--- src/rtl/pwm_bank_pkg.sv ---
// Shared types and constants for the multi-channel PWM bank.
// Step divisor table is an elaboration-time constant; no runtime latency.
// No flow control here; types only.
package pwm_bank_pkg;

    localparam int STEPS  = 100;
    localparam int DUTY_W = 7;
    localparam int CH_W   = 4;

    typedef struct packed {
        logic [DUTY_W-1:0] duty;
        logic [1:0]        pow2;
        logic [1:0]        pow5;
    } cmd_t;

    // Clocks per step: max(1, floor(clk / (STEPS * base * 2^p2 * 5^p5)))
    function automatic longint div_calc(input longint clk_freq, input longint base_freq,
                                        input int p2, input int p5);
        longint den;
        longint q;
        den = longint'(STEPS) * base_freq * (64'd1 << p2);
        for (int k = 0; k < p5; k++) begin
            den = den * 5;
        end
        q = clk_freq / den;
        return (q < 1) ? 64'd1 : q;
    endfunction

endpackage

--- src/rtl/pwm_bank_ctrl_if.sv ---
// Command bus into the PWM bank: valid/ready plus a registered reject pulse.
// Latency: ready is combinational from reset; cmd_err arrives one cycle after the command.
// Backpressure: none, ready stays high outside reset.
interface pwm_bank_ctrl_if;
    import pwm_bank_pkg::*;

    logic              cmd_valid;
    logic              cmd_ready;
    logic [CH_W-1:0]   cmd_ch;
    logic [DUTY_W-1:0] cmd_duty;
    logic [1:0]        cmd_pow2;
    logic [1:0]        cmd_pow5;
    logic              cmd_imm;
    logic              cmd_err;

    modport master (
        output cmd_valid, cmd_ch, cmd_duty, cmd_pow2, cmd_pow5, cmd_imm,
        input  cmd_ready, cmd_err
    );

    modport slave (
        input  cmd_valid, cmd_ch, cmd_duty, cmd_pow2, cmd_pow5, cmd_imm,
        output cmd_ready, cmd_err
    );

endinterface

--- src/rtl/pwm_bank_ctrl_channel.sv ---
// One PWM channel: prescaler/step timebase, shadow/active settings, pend and period pulse.
// Latency: pwm lags the counters by one cycle; period pulse is combinational on the boundary cycle.
// Backpressure: none; PWM_BANK_PHASE_STAGGER_EN offsets the initial step by channel index.
module pwm_channel
    import pwm_bank_pkg::*;
#(
    parameter int CLK_FREQ  = 50_000_000,
    parameter int BASE_FREQ = 100,
    parameter int DIV_W     = 16,
    parameter int N_CH      = 4,
    parameter int IDX       = 0
) (
    input  logic clk,
    input  logic rstn,
    input  logic i_en,
    input  logic i_wr_vld,
    input  logic i_wr_imm,
    input  cmd_t i_wr_dat,
    output logic o_pwm,
    output logic o_pend,
    output logic o_period
);

`ifdef PWM_BANK_PHASE_STAGGER_EN
    localparam logic [DUTY_W-1:0] STEP_INIT = DUTY_W'((IDX * STEPS) / N_CH);
`else
    localparam logic [DUTY_W-1:0] STEP_INIT = '0;
`endif
    localparam logic [DUTY_W-1:0] STEP_LAST = DUTY_W'(STEPS - 1);

    logic [DIV_W-1:0] w_div_tab [16];

    for (genvar k = 0; k < 16; k++) begin : g_div
        localparam logic [DIV_W-1:0] DIV_K = DIV_W'(div_calc(CLK_FREQ, BASE_FREQ, k / 4, k % 4));
        assign w_div_tab[k] = DIV_K;
    end

    cmd_t              r_act;
    cmd_t              r_shd;
    logic              r_pend;
    logic              r_pwm;
    logic [DIV_W-1:0]  r_presc;
    logic [DUTY_W-1:0] r_step;

    logic [DIV_W-1:0]  w_div;
    logic              w_presc_wrap;
    logic              w_bnd;

    assign w_div        = w_div_tab[{r_act.pow2, r_act.pow5}];
    assign w_presc_wrap = (r_presc == (w_div - DIV_W'(1)));
    assign w_bnd        = rstn & i_en & w_presc_wrap & (r_step == STEP_LAST);

    always_ff @(posedge clk) begin
        if (!rstn) begin
            r_act   <= '0;
            r_shd   <= '0;
            r_pend  <= 1'b0;
            r_pwm   <= 1'b0;
            r_presc <= '0;
            r_step  <= STEP_INIT;
        end else begin
            r_pwm <= i_en & (r_step < r_act.duty);
            if (i_en) begin
                if (w_presc_wrap) begin
                    r_presc <= '0;
                    r_step  <= (r_step == STEP_LAST) ? '0 : r_step + 1'b1;
                end else begin
                    r_presc <= r_presc + 1'b1;
                end
            end
            // Boundary loads the pre-write shadow; a same-cycle write then lands on top
            if (w_bnd && r_pend) begin
                r_act  <= r_shd;
                r_pend <= 1'b0;
            end
            if (i_wr_vld) begin
                r_shd <= i_wr_dat;
                if (i_wr_imm) begin
                    r_act   <= i_wr_dat;
                    r_pend  <= 1'b0;
                    r_presc <= '0;
                    r_step  <= STEP_INIT;
                end else begin
                    r_pend <= 1'b1;
                end
            end
        end
    end

    assign o_pwm    = r_pwm;
    assign o_pend   = r_pend;
    assign o_period = w_bnd & ~(i_wr_vld & i_wr_imm);

endmodule

--- src/rtl/pwm_bank_ctrl.sv ---
// N_CH-channel PWM bank: validates commands and fans them out to per-channel timebases.
// Latency: accepted command affects channel state next cycle; reject pulses cmd_err next cycle.
// Backpressure: none, cmd_ready = rstn; PWM_BANK_PHASE_STAGGER_EN staggers channel start phase.
module pwm_bank_ctrl
    import pwm_bank_pkg::*;
#(
    parameter int CLK_FREQ  = 50_000_000,
    parameter int BASE_FREQ = 100,
    parameter int N_CH      = 4,
    parameter int DIV_W     = 16
) (
    input  logic              clk,
    input  logic              rstn,
    pwm_bank_ctrl_if.slave    cmd,
    input  logic              global_en,
    output logic [N_CH-1:0]   pwm_o,
    output logic [N_CH-1:0]   pend_o,
    output logic [N_CH-1:0]   period_o
);

    localparam logic [CH_W:0] N_CH_L = (CH_W + 1)'(N_CH);

    logic w_bad;
    logic w_acc;
    logic r_err;
    cmd_t w_cmd;

    assign w_bad = ({1'b0, cmd.cmd_ch} >= N_CH_L) || (cmd.cmd_duty > DUTY_W'(STEPS));
    assign w_acc = cmd.cmd_valid & rstn & ~w_bad;
    assign w_cmd = '{duty: cmd.cmd_duty, pow2: cmd.cmd_pow2, pow5: cmd.cmd_pow5};

    always_ff @(posedge clk) begin
        if (!rstn) begin
            r_err <= 1'b0;
        end else begin
            r_err <= cmd.cmd_valid & w_bad;
        end
    end

    assign cmd.cmd_ready = rstn;
    assign cmd.cmd_err   = r_err;

    for (genvar i = 0; i < N_CH; i++) begin : g_ch
        pwm_channel #(
            .CLK_FREQ  (CLK_FREQ),
            .BASE_FREQ (BASE_FREQ),
            .DIV_W     (DIV_W),
            .N_CH      (N_CH),
            .IDX       (i)
        ) u_ch (
            .clk      (clk),
            .rstn     (rstn),
            .i_en     (global_en),
            .i_wr_vld (w_acc && (cmd.cmd_ch == CH_W'(i))),
            .i_wr_imm (cmd.cmd_imm),
            .i_wr_dat (w_cmd),
            .o_pwm    (pwm_o[i]),
            .o_pend   (pend_o[i]),
            .o_period (period_o[i])
        );
    end

endmodule

--- src/flat_wrapper.sv ---
// flat-port wrapper written by rule: the top's interface ports become plain ports
module pwm_bank_ctrl_flat import pwm_bank_pkg::*;
#(
    parameter int CLK_FREQ  = 50_000_000,
    parameter int BASE_FREQ = 100,
    parameter int N_CH      = 4,
    parameter int DIV_W     = 16
)
  (clk, rstn, global_en, pwm_o, pend_o, period_o, cmd_cmd_valid, cmd_cmd_ch, cmd_cmd_duty, cmd_cmd_pow2, cmd_cmd_pow5, cmd_cmd_imm, cmd_cmd_ready, cmd_cmd_err);
  pwm_bank_ctrl_if cmd_i ();
  input  logic clk;
  input  logic rstn;
  input  logic global_en;
  output logic [N_CH-1:0] pwm_o;
  output logic [N_CH-1:0] pend_o;
  output logic [N_CH-1:0] period_o;
  input wire logic [$bits(cmd_i.cmd_valid)-1:0] cmd_cmd_valid;
  input wire logic [$bits(cmd_i.cmd_ch)-1:0] cmd_cmd_ch;
  input wire logic [$bits(cmd_i.cmd_duty)-1:0] cmd_cmd_duty;
  input wire logic [$bits(cmd_i.cmd_pow2)-1:0] cmd_cmd_pow2;
  input wire logic [$bits(cmd_i.cmd_pow5)-1:0] cmd_cmd_pow5;
  input wire logic [$bits(cmd_i.cmd_imm)-1:0] cmd_cmd_imm;
  output wire logic [$bits(cmd_i.cmd_ready)-1:0] cmd_cmd_ready;
  output wire logic [$bits(cmd_i.cmd_err)-1:0] cmd_cmd_err;
  assign cmd_i.cmd_valid = cmd_cmd_valid;
  assign cmd_i.cmd_ch = cmd_cmd_ch;
  assign cmd_i.cmd_duty = cmd_cmd_duty;
  assign cmd_i.cmd_pow2 = cmd_cmd_pow2;
  assign cmd_i.cmd_pow5 = cmd_cmd_pow5;
  assign cmd_i.cmd_imm = cmd_cmd_imm;
  assign cmd_cmd_ready = cmd_i.cmd_ready;
  assign cmd_cmd_err = cmd_i.cmd_err;
  pwm_bank_ctrl #(.CLK_FREQ(CLK_FREQ), .BASE_FREQ(BASE_FREQ), .N_CH(N_CH), .DIV_W(DIV_W)) u_core (.clk(clk), .rstn(rstn), .cmd(cmd_i), .global_en(global_en), .pwm_o(pwm_o), .pend_o(pend_o), .period_o(period_o));
endmodule
--- config.mk ---
export PLATFORM = sky130hd
export DESIGN_NAME = pwm_bank_ctrl_flat
export DESIGN_NICKNAME = d
export VERILOG_FILES = /design/src/rtl/pwm_bank_pkg.sv /design/src/rtl/pwm_bank_ctrl_if.sv /design/src/rtl/pwm_bank_ctrl_channel.sv /design/src/rtl/pwm_bank_ctrl.sv /design/src/flat_wrapper.sv
export SDC_FILE = /design/constraint.sdc
export NUM_CORES = 1
export LEC_CHECK = 0
export BUFFER_PORTS_ARGS = -buffer_cell sky130_fd_sc_hd__buf_2
export CORE_ASPECT_RATIO = 0.75
export CORE_UTILIZATION = 55
export CTS_CLUSTER_SIZE = 8
export DETAILED_ROUTE_END_ITERATION = 12
export GPL_TIMING_DRIVEN = 0
export PLACE_DENSITY = 0.72
export SLEW_MARGIN = 20
export SYNTH_ARGS = -nofsm -noshare
export SYNTH_HDL_FRONTEND = slang
export SYNTH_SLANG_ARGS = --single-unit
export TNS_END_PERCENT = 10
--- constraint.sdc ---
create_clock -name clk -period 3.99 [get_ports clk]
set_input_delay 0.1995 -clock clk [delete_from_list [all_inputs] [get_ports clk]]
set_output_delay 0.1995 -clock clk [all_outputs]
set_load 0.03 [all_outputs]
Word-level counts from Yosys, hierarchy flattened
Memory sizes are Yosys's and may differ from the RTL's.
Index checks and enable logic that the tools add are counted.
- mux-type cells: 65
- bitwise operators: 33
- order comparisons: 10
- add/subtract/negate cells: 12
- reductions and logical operators: 14
- equal/unequal tests: 11
- operators with widths (cell ; count):
    $mux W16 ; 24
    $mux W7 ; 20
    $mux W11 ; 12
    $add A16 B1 Y16 const B ; 4
    $eq A16 B16 Y1 ; 4
    $sub A16 B1 Y16 const B ; 4
    $add A7 B1 Y7 const B ; 4
    $eq A7 B7 Y1 const B ; 4
    $lt A7 B7 Y1 ; 4
    $and A1 B1 Y1 ; 24
    $ge A5 B5 Y1 const B ; 4
    $not A4 Y5 ; 4
    $mux W1 ; 9
    $eq A4 B2 Y1 const B ; 2
    $logic_and A1 B1 Y1 ; 8
    $reduce_bool A2 Y1 ; 4
    $gt A7 B7 Y1 const B ; 1
    $not A1 Y1 ; 5
    $eq A4 B1 Y1 const B ; 1
    $ge A4 B3 Y1 const B ; 1
    $logic_not A4 Y1 ; 1
    $logic_or A1 B1 Y1 ; 1
- word-level logic and storage cells: 190
- input bits: 20
- register bits after elaboration: 189
- output and inout port bits: 14
- memories: 4
- bits in read-only memories: 1024
- memories (memory ; depth ; bits a word ; read ports ; clocked after Yosys merged registers in ; write ports ; line ; RTL):
    (no name shown) ; 16 ; 16 ; 1 ; 0 ; 0 ; pwm_bank_ctrl_channel.sv:49 ; assign w_div = w_div_tab[{r_act.pow2, r_act.pow5}];
    (no name shown) ; 16 ; 16 ; 1 ; 0 ; 0 ; pwm_bank_ctrl_channel.sv:49 ;
    (no name shown) ; 16 ; 16 ; 1 ; 0 ; 0 ; pwm_bank_ctrl_channel.sv:49 ;
    (no name shown) ; 16 ; 16 ; 1 ; 0 ; 0 ; pwm_bank_ctrl_channel.sv:49 ;

Logic depth before layout (Yosys ltp)
Gate-level depths: netlist (run 1).
- depth in word-level cells: 12
- depth in mapped cells: 11
- gate-level depth less buffers: 9

Modules after synthesis
From an unflattened synthesis (run 1), not the netlist that was laid out.
- cells, all modules: 1320
- area, all modules: 11111.9 µm²
- modules (own cells, without submodules) (module ; seq. area each (µm²) ; times used ; cells an instance ; area an instance (µm²)):
    pwm_channel at u_core.g_ch[1].u_ch ... ; 940.9 ; 2 ; 322 ; 2745.1
    pwm_channel at u_core.g_ch[3].u_ch ; 940.9 ; 1 ; 338 ; 2795.2
    pwm_channel at u_core.g_ch[0].u_ch ; 940.9 ; 1 ; 323 ; 2701.3
    pwm_bank_ctrl ; 20.0 ; 1 ; 15 ; 125.1

Worst setup path after synthesis (run 1)
Ideal clock, no wire load.
- path kind: register to register
- start point: register u_core.g_ch[0].u_ch.r_act[1] (netlist bit)
- end point: register u_core.g_ch[0].u_ch.r_step[6]
- cell stages (with the launch flop): 10
- library setup time: 0.071 ns
- path buffers: 0
- path slack: 1.248 ns
- period minus slack after synthesis: 2.742 ns
- data required time: 3.919 ns
- arrival: 2.671 ns
- cell sequence: dfxtp_1 inv_1 ha_1 mux2_4 xor2_1 or3_4 a311oi_4 nand4_2 or4b_1 a21oi_1
- longest elaborated chain between the ends: 10
- ends and longest elaborated chain (item ; line ; RTL):
    from (decl) ; pwm_bank_ctrl_channel.sv:38 ; cmd_t r_act;
    from (signal assigned) ; pwm_bank_ctrl_channel.sv:73 ; r_act <= r_shd;
    from (signal assigned) ; pwm_bank_ctrl_channel.sv:79 ; r_act <= i_wr_dat;
    $not A4 Y5 (implied by the code) (*) ; pwm_bank_ctrl_channel.sv:49 ;
    $mem_v2 Z16 W16 (*) ; n/a ;
    $mux W16 (implied by the code) (*) (2 in a row) ; pwm_bank_ctrl_channel.sv:49 ;
    $sub A16 B1 Y16 (*) ; pwm_bank_ctrl_channel.sv:50 ; assign w_presc_wrap = (r_presc == (w_div - DIV_W'(1)));
    $eq A16 B16 Y1 (*) ; pwm_bank_ctrl_channel.sv:50 ;
    $mux W7 (*) ; pwm_bank_ctrl_channel.sv:64 ; if (w_presc_wrap) begin
    $mux W7 (*) ; pwm_bank_ctrl_channel.sv:63 ; if (i_en) begin
    $mux W7 ; pwm_bank_ctrl_channel.sv:78 ; if (i_wr_imm) begin
    $mux W7 (*) ; pwm_bank_ctrl_channel.sv:76 ; if (i_wr_vld) begin
    to (signal assigned) ; pwm_bank_ctrl_channel.sv:66 ; r_step <= (r_step == STEP_LAST) ? '0 : r_step + 1'b1;
    to (decl) ; pwm_bank_ctrl_channel.sv:43 ; logic [DUTY_W-1:0] r_step;
Every way passes the cells marked *; elsewhere a longest branch is shown, timed or not. The select of a mux whose other input is x is not followed.
A chain may end at the register's enable or synchronous reset.

Worst setup path after layout (run 1)
- start point: register u_core.g_ch[2].u_ch.r_act[0] (netlist bit)
- end point: output period_o[2]
- longest elaborated chain between the ends: 9
- ends and longest elaborated chain (item ; line ; RTL):
    from (decl) ; pwm_bank_ctrl_channel.sv:38 ;
    from (signal assigned) ; pwm_bank_ctrl_channel.sv:73 ;
    from (signal assigned) ; pwm_bank_ctrl_channel.sv:79 ;
    $not A4 Y5 (implied by the code) ; pwm_bank_ctrl_channel.sv:49 ;
    $mem_v2 Z16 W16 ; n/a ;
    $mux W16 (implied by the code) (2 in a row) ; pwm_bank_ctrl_channel.sv:49 ;
    $sub A16 B1 Y16 ; pwm_bank_ctrl_channel.sv:50 ;
    $eq A16 B16 Y1 ; pwm_bank_ctrl_channel.sv:50 ;
    $and A1 B1 Y1 (2 in a row) ; pwm_bank_ctrl_channel.sv:51 ; assign w_bnd = rstn & i_en & w_presc_wrap & (r_step == STEP_LAST);
    $and A1 B1 Y1 ; pwm_bank_ctrl_channel.sv:92 ; assign o_period = w_bnd & ~(i_wr_vld & i_wr_imm);
    to (decl) ; flat_wrapper.sv:16 ; output logic [N_CH-1:0] period_o;
Every way passes these cells. The select of a mux whose other input is x is not followed.

==> results.yml, run 1 <==
sta:
  hold_slack_ns: 0.0916
  fmax_ghz: 0.268
  hold_violations: 0
  slew_headroom: 0.432
  period_needed_ns: 3.73
  rsz0062_at_grt: "no"
  min_period_over_period: 0.935
  setup_tns_ns: 0
  drv_slew: 0
  setup_violations: 0
  setup_ws_ns: 0.259
  worst_pin_slew_ns: 0.852
  final.setup_skew_ns: 0.00995
setup_path:
  cp_slowest_cell: "or4_1"
  crit_type: "reg2out"
  cp-end-kind: "primary output"
  reg2reg_depth: 11
  start_kind: "flip-flop"
  slowest_delay_ns: 0.58
  crit_fanout: 7
  worst_ep_arrival_time_ns: 3.53
  worstPathRequired_ns: 3.79
  worstPathCellList: "inv_1 -> ha_1 -> or4bb_1 -> o311ai_1 -> nor4_1 -> nand4_1 -> or4_1 -> nor2b_1 -> buf_4 -> buf_2"
global_routing:
  grt_max_degree: 17
  antenna_found_initial: 1
  grt_pass1_vias: 8309
  track_usage: 0.279
  grt_overflow: 0
  grt_first_pass_wirelength_microns: 43500
finish:
  layout_commonest_cell: "dfxtp_1"
  fillerInstances: 1614
  final_cell_mix: "189 x dfxtp_1, 158 x nor2_1, 98 x mux2i_1"
  stdcell_count: 1574
  drive_above_1_share: 0.0844
  nets: 1374
  syn2layout_area_growth_pct: 9.38
  multi_input_area_sq_um: 6170
  ff_latch_area_sq_um: 3780
  num_antenna_cells: 0
floorplan:
  rows: 43
  initial_core_util: 0.568
  die_h_microns: 122
  io_pins: 34
  die_area_sq_um: 19800
  core_area_sq_um: 18700
  die_x_microns: 162
clocking:
  cts_sinks: 189
  cts_buffer_depth: 2
  cts_tree: "done"
  cts_root_buf: "clkbuf_16"
  cts_buffers: 17
  h-tree-depth: 4
  path_clk_slew_ns: 0.07
  insertion_delay_ns: 0.44
  cts-resized-gates: 0
placed_design:
  gp_congestion: 0.928
  placedCellCount: 1540
  dp_worst_setup_slack_ns: 0.697
  hpwl_microns: 19100
  io_buffers: 26
logic_synthesis:
  ys_seq_area_frac: 0.357
  syn_inst: 1267
  yosys_register_bits: 189
  syn-num-nets: 1327
  ys.flop_type: "dfxtp_1"
  synth_area_sq_um: 10600
  yosysUniqueCellTypes: 73
  async_flop_share: 0
  synth_top_cells_by_area: "dfxtp_1 36%, mux2i_1 9.3%, nor2_1 5.6%, ha_1 4.7%, a21oi_1 4.2%"
  synth_top_area_share: 0.357
  post_synth.cell_area_avg_sq_um: 8.37
  yosys_warnings: 0
  yosysTopAreaCell: "dfxtp_1"
  synth-edff-count: 0
pwr:
  ir_drop_mv: 0.320
  p_leak_nw: 4.29
  finalPower_w: 0.00372
  cellPowerDensity_nw_per_um2: 321
drt:
  firstDrtPassIters: 6
  routed_wl_microns: 26800
  dr.first_iter.drc_count: 922
  drt_drc_violations_left: 0
  via_per_inst: 5.85
  vias: 9203
  wire_per_inst_microns: 17.0
  ant_nets: 0
hold_path:
  hold_depth: 3
  min_path_type: "in2reg"
status:
  run_status: "finished, final reports clean"
flow_run:
  cap_violations: 0
worst max-delay path, delay by kind of cell (launching register included):
kind,cells,cell delay (ns)
AND/OR/NAND/NOR,5,1.65
buffers and inverters,3,0.45
AO/OA/AOI/OAI,1,0.13
adder cells (fa/ha/maj),1,0.40
flip-flops,1,0.47
metrics by stage:
step | instance area, sq um | utilization
CTS | 11600 | 0.620
floorplan | 10600 | -
global route | 11600 | 0.621
finish | 11600 | 0.621
detailed placement | 11000 | 0.592
global placement | 11000 | 0.592
area by class of cell:
class | instances | share of cell area
Multi-Input combinational cell | 935 | 0.532
Tap cell | 247 | 0.0266
Timing Repair Buffer | 28 | 0.0125
Clock buffer | 23 | 0.0412
Sequential cell | 189 | 0.326
Clock inverter | 9 | 0.00539
Inverter | 58 | 0.0188
Buffer | 85 | 0.0375
cells in the mapped netlist (all sizes together) (4+ instances only):
library cell and number:
a211o 4, or4 10, o21ai 79, ha 40, nor2b 22, nand2b 14
o31ai 7, a311oi 6, a211oi 6, nand2 72, nor3 22, xor2 48
a31oi 6, and3 26, mux2i 98, nand4b 5, xnor2 33, a21oi 89
nor4b 4, nand4 28, nor4bb 5, buf 39, nand3 51, and2 4
dfxtp 189, or2 4, clkbuf 46, or3 12, nand3b 6, nor4 7
a21o 24, o311ai 4, nor2 158, inv 57
sequential cells by signal, summed over array words and instances (netlist names):
signal and count:
u_core.g_ch.u_ch.r_presc 64, u_core.cmd.cmd_err 1, u_core.g_ch.u_ch.r_step 28, u_core.g_ch.u_ch.o_pend 4
u_core.g_ch.u_ch.o_pwm 4, u_core.g_ch.u_ch.r_act 44, u_core.g_ch.u_ch.r_shd 44
final timing paths:
check | startpoint | end | slack (ns)
max | u_core.g_ch[2].u_ch.r_act[0]$_SDFF_PN0_ | period_o[2] | 0.26
min | cmd_cmd_ch[2] | u_core.cmd.cmd_err$_SDFF_PN0_ | 0.09
max reg2reg | u_core.g_ch[2].u_ch.r_act[0]$_SDFF_PN0_ | u_core.g_ch[2].u_ch.r_presc[4]$_SDFF_PN0_ | 0.70
min reg2reg | u_core.g_ch[2].u_ch.r_shd[10]$_SDFFE_PN0P_ | u_core.g_ch[2].u_ch.r_shd[10]$_SDFFE_PN0P_ | 0.50
where the power goes:
part | internal, W | switching [W] | total (W)
registers | 0.00190 | 0.0000179 | 0.00192
logic | 0.0000603 | 0.000139 | 0.000199
clock network | 0.000848 | 0.000758 | 0.00161
repair_timing:
item / CTS / global route
setup endpoints to repair: 0 / 1
hold buffers: 0 / 0
hold endpoints to repair: 0 / 0
buffers inserted: 0 / 2
cell families (layout without fill, tap and decap cells):
kind of cell / Yosys count / count (layout) / synth area share
simple gates: 457 / 457 / 0.217
compound gates: 254 / 254 / 0.149
flops: 189 / 189 / 0.357
buf+inv: 143 / 203 / 0.0616
mux: 103 / 103 / 0.101
xor+xnor: 81 / 81 / 0.0669
fa+ha+maj: 40 / 40 / 0.0472
routing by layer:
layer,GRT usage,up-vias,share of wire
met4,0.0743,0,0.012
met3,0.0419,28,0.068
met1,0.416,4353,0.50
li1,-,4529,-
met5,0,-,0
met2,0.414,293,0.42
Note: power is estimated with default switching activity, not from simulation.
==> run 2: changes to the inputs <==
CORE_MARGIN = 1.5   (was default)
==> run 2 against run 1 <==
Effect of this change:
- via count fell by 0.13%
- utilization rose by 0.40 points
- die area rose by 1.4%
==> results.yml, run 2 (synthesis gave the netlist of run 1 again) <==
clocking:
  cts_root_buf: "clkbuf_16"
  cts-resized-gates: 0
  cts_buffers: 17
  cts_buffer_depth: 2
  cts_tree: "done"
  cts_sinks: 189
  post-cts-setup-buffers: 0
  path_clk_slew_ns: 0.07
  h-tree-depth: 4
  hold_buffers: 0
  insertion_delay_ns: 0.44
flow_run:
  cap_violations: 0
setup_path:
  start_kind: "flip-flop"
  crit_fanout: 10
  worst_ep_arrival_time_ns: 3.63
  worstPathRequired_ns: 3.79
  crit_type: "reg2out"
  cp-end-kind: "primary output"
finish:
  num_antenna_cells: 0
  top_regs: "u_core.g_ch.u_ch.r_presc (64), u_core.g_ch.u_ch.r_act (44), u_core.g_ch.u_ch.r_shd (44)"
  drive_above_1_share: 0.0838
  multi_input_area_sq_um: 6170
  ff_latch_area_sq_um: 3780
  layout_commonest_cell: "dfxtp_1"
  nets: 1372
  syn2layout_area_growth_pct: 10.1
  fillerInstances: 1603
  regMostFlops: "u_core.g_ch.u_ch.r_presc"
  final_cell_mix: "189 x dfxtp_1, 158 x nor2_1, 98 x mux2i_1"
  largest_reg_flops: 64
sta:
  slew_headroom: 0.449
  final.setup_skew_ns: 0.00832
  setup_tns_ns: 0
  drv_slew: 0
  min_period_over_period: 0.959
  period_needed_ns: 3.83
  setup_ws_ns: 0.162
  worst_pin_slew_ns: 0.826
  fmax_ghz: 0.261
  setup_violations: 0
  hold_violations: 0
  rsz0062_at_grt: "no"
drt:
  via_per_inst: 5.85
  routed_wl_microns: 26600
  firstDrtPassIters: 6
  wire_per_inst_microns: 16.9
  ant_nets: 0
  vias: 9191
  drt_drc_violations_left: 0
  dr.first_iter.drc_count: 912
global_routing:
  grt_max_degree: 17
  grt_first_pass_wirelength_microns: 42600
  track_usage: 0.271
  antenna_found_initial: 0
  grt_overflow: 0
  grt_pass1_vias: 8086
placed_design:
  dp_worst_setup_slack_ns: 0.734
  io_buffers: 26
  gp_congestion: 0.970
  hpwl_microns: 18800
floorplan:
  rows: 43
  core_area_sq_um: 18700
  die_x_microns: 163
  die_area_sq_um: 20100
  initial_core_util: 0.568
  die_h_microns: 123
  io_pins: 34
pwr:
  p_leak_nw: 4.34
  cellPowerDensity_nw_per_um2: 340
  ir_drop_mv: 0.293
status:
  run_status: "finished, final reports clean"
hold_path:
  min_path_type: "in2reg"
## run 2: changes by cell type in the layout (fill, tap and decap cells not counted)
cell	delta
inv_6	+1
clkinv_4	-1
clkinvlp_4	-3
bufinv_16	+4
buf_4	-2
clkbuf_1	-2
## run 2: final timing paths
path | cells past startpoint | endpoint | start | slack (ns)
worst max register to register | 11 | u_core.g_ch[2].u_ch.r_presc[3]$_SDFF_PN0_ | u_core.g_ch[2].u_ch.r_act[0]$_SDFF_PN0_ | 0.70
worst max-delay path | 11 | period_o[1] | u_core.g_ch[1].u_ch.r_act[1]$_SDFF_PN0_ | 0.16
worst min register to register | 2 | u_core.g_ch[3].u_ch.r_shd[6]$_SDFFE_PN0P_ | u_core.g_ch[3].u_ch.r_shd[6]$_SDFFE_PN0P_ | 0.50
worst min-delay path | 3 | u_core.cmd.cmd_err$_SDFF_PN0_ | cmd_cmd_ch[2] | 0.05
## run 2: through the flow
stage	hold WS [ns]	total power, W	instances	area [sq um]	utilization
global route	0.0933	0.00408	1571	11700	0.625
CTS	0.0513	0.00398	1571	11700	0.625
floorplan	0.347	0.00208	1267	10600	-
global placement	0.476	0.00215	1540	11000	0.592
detailed placement	0.479	0.00215	1540	11000	0.592
finish	0.0543	0.00397	1571	11700	0.625
## run 2: where the power goes
part	internal (W)	switching [W]	total (W)
registers	0.00190	0.0000179	0.00192
clock network	0.00110	0.000751	0.00185
logic	0.0000603	0.000139	0.000199
total	0.00306	0.000908	0.00397
## run 2: metal layers
metal,part of all wire,global-route usage,vias up
met3,0.074,0.0671,34
met1,0.50,0.404,4314
met5,0,0,-
met4,0.010,0.0545,0
li1,-,-,4532
met2,0.41,0.394,311
## run 2: cell type report
cell class,count,area share
clock buffer,21,0.0403
clock inverter,10,0.0137
buffer,85,0.0373
tap,247,0.0265
sequential,189,0.324
timing repair buffer,26,0.0111
multi-input combinational,935,0.528
inverter,58,0.0186
## run 2: critical path: stages, from the launching register on
cell	delay, ns
dfxtp_1	0.48
inv_1	0.10
ha_1	0.36
inv_1	0.09
mux4_2	0.49
xnor2_1	0.16
nor3_1	0.20
nand4_1	0.28
clkbuf_1	0.32
nor3b_1	0.37
buf_4	0.17
buf_2	0.18
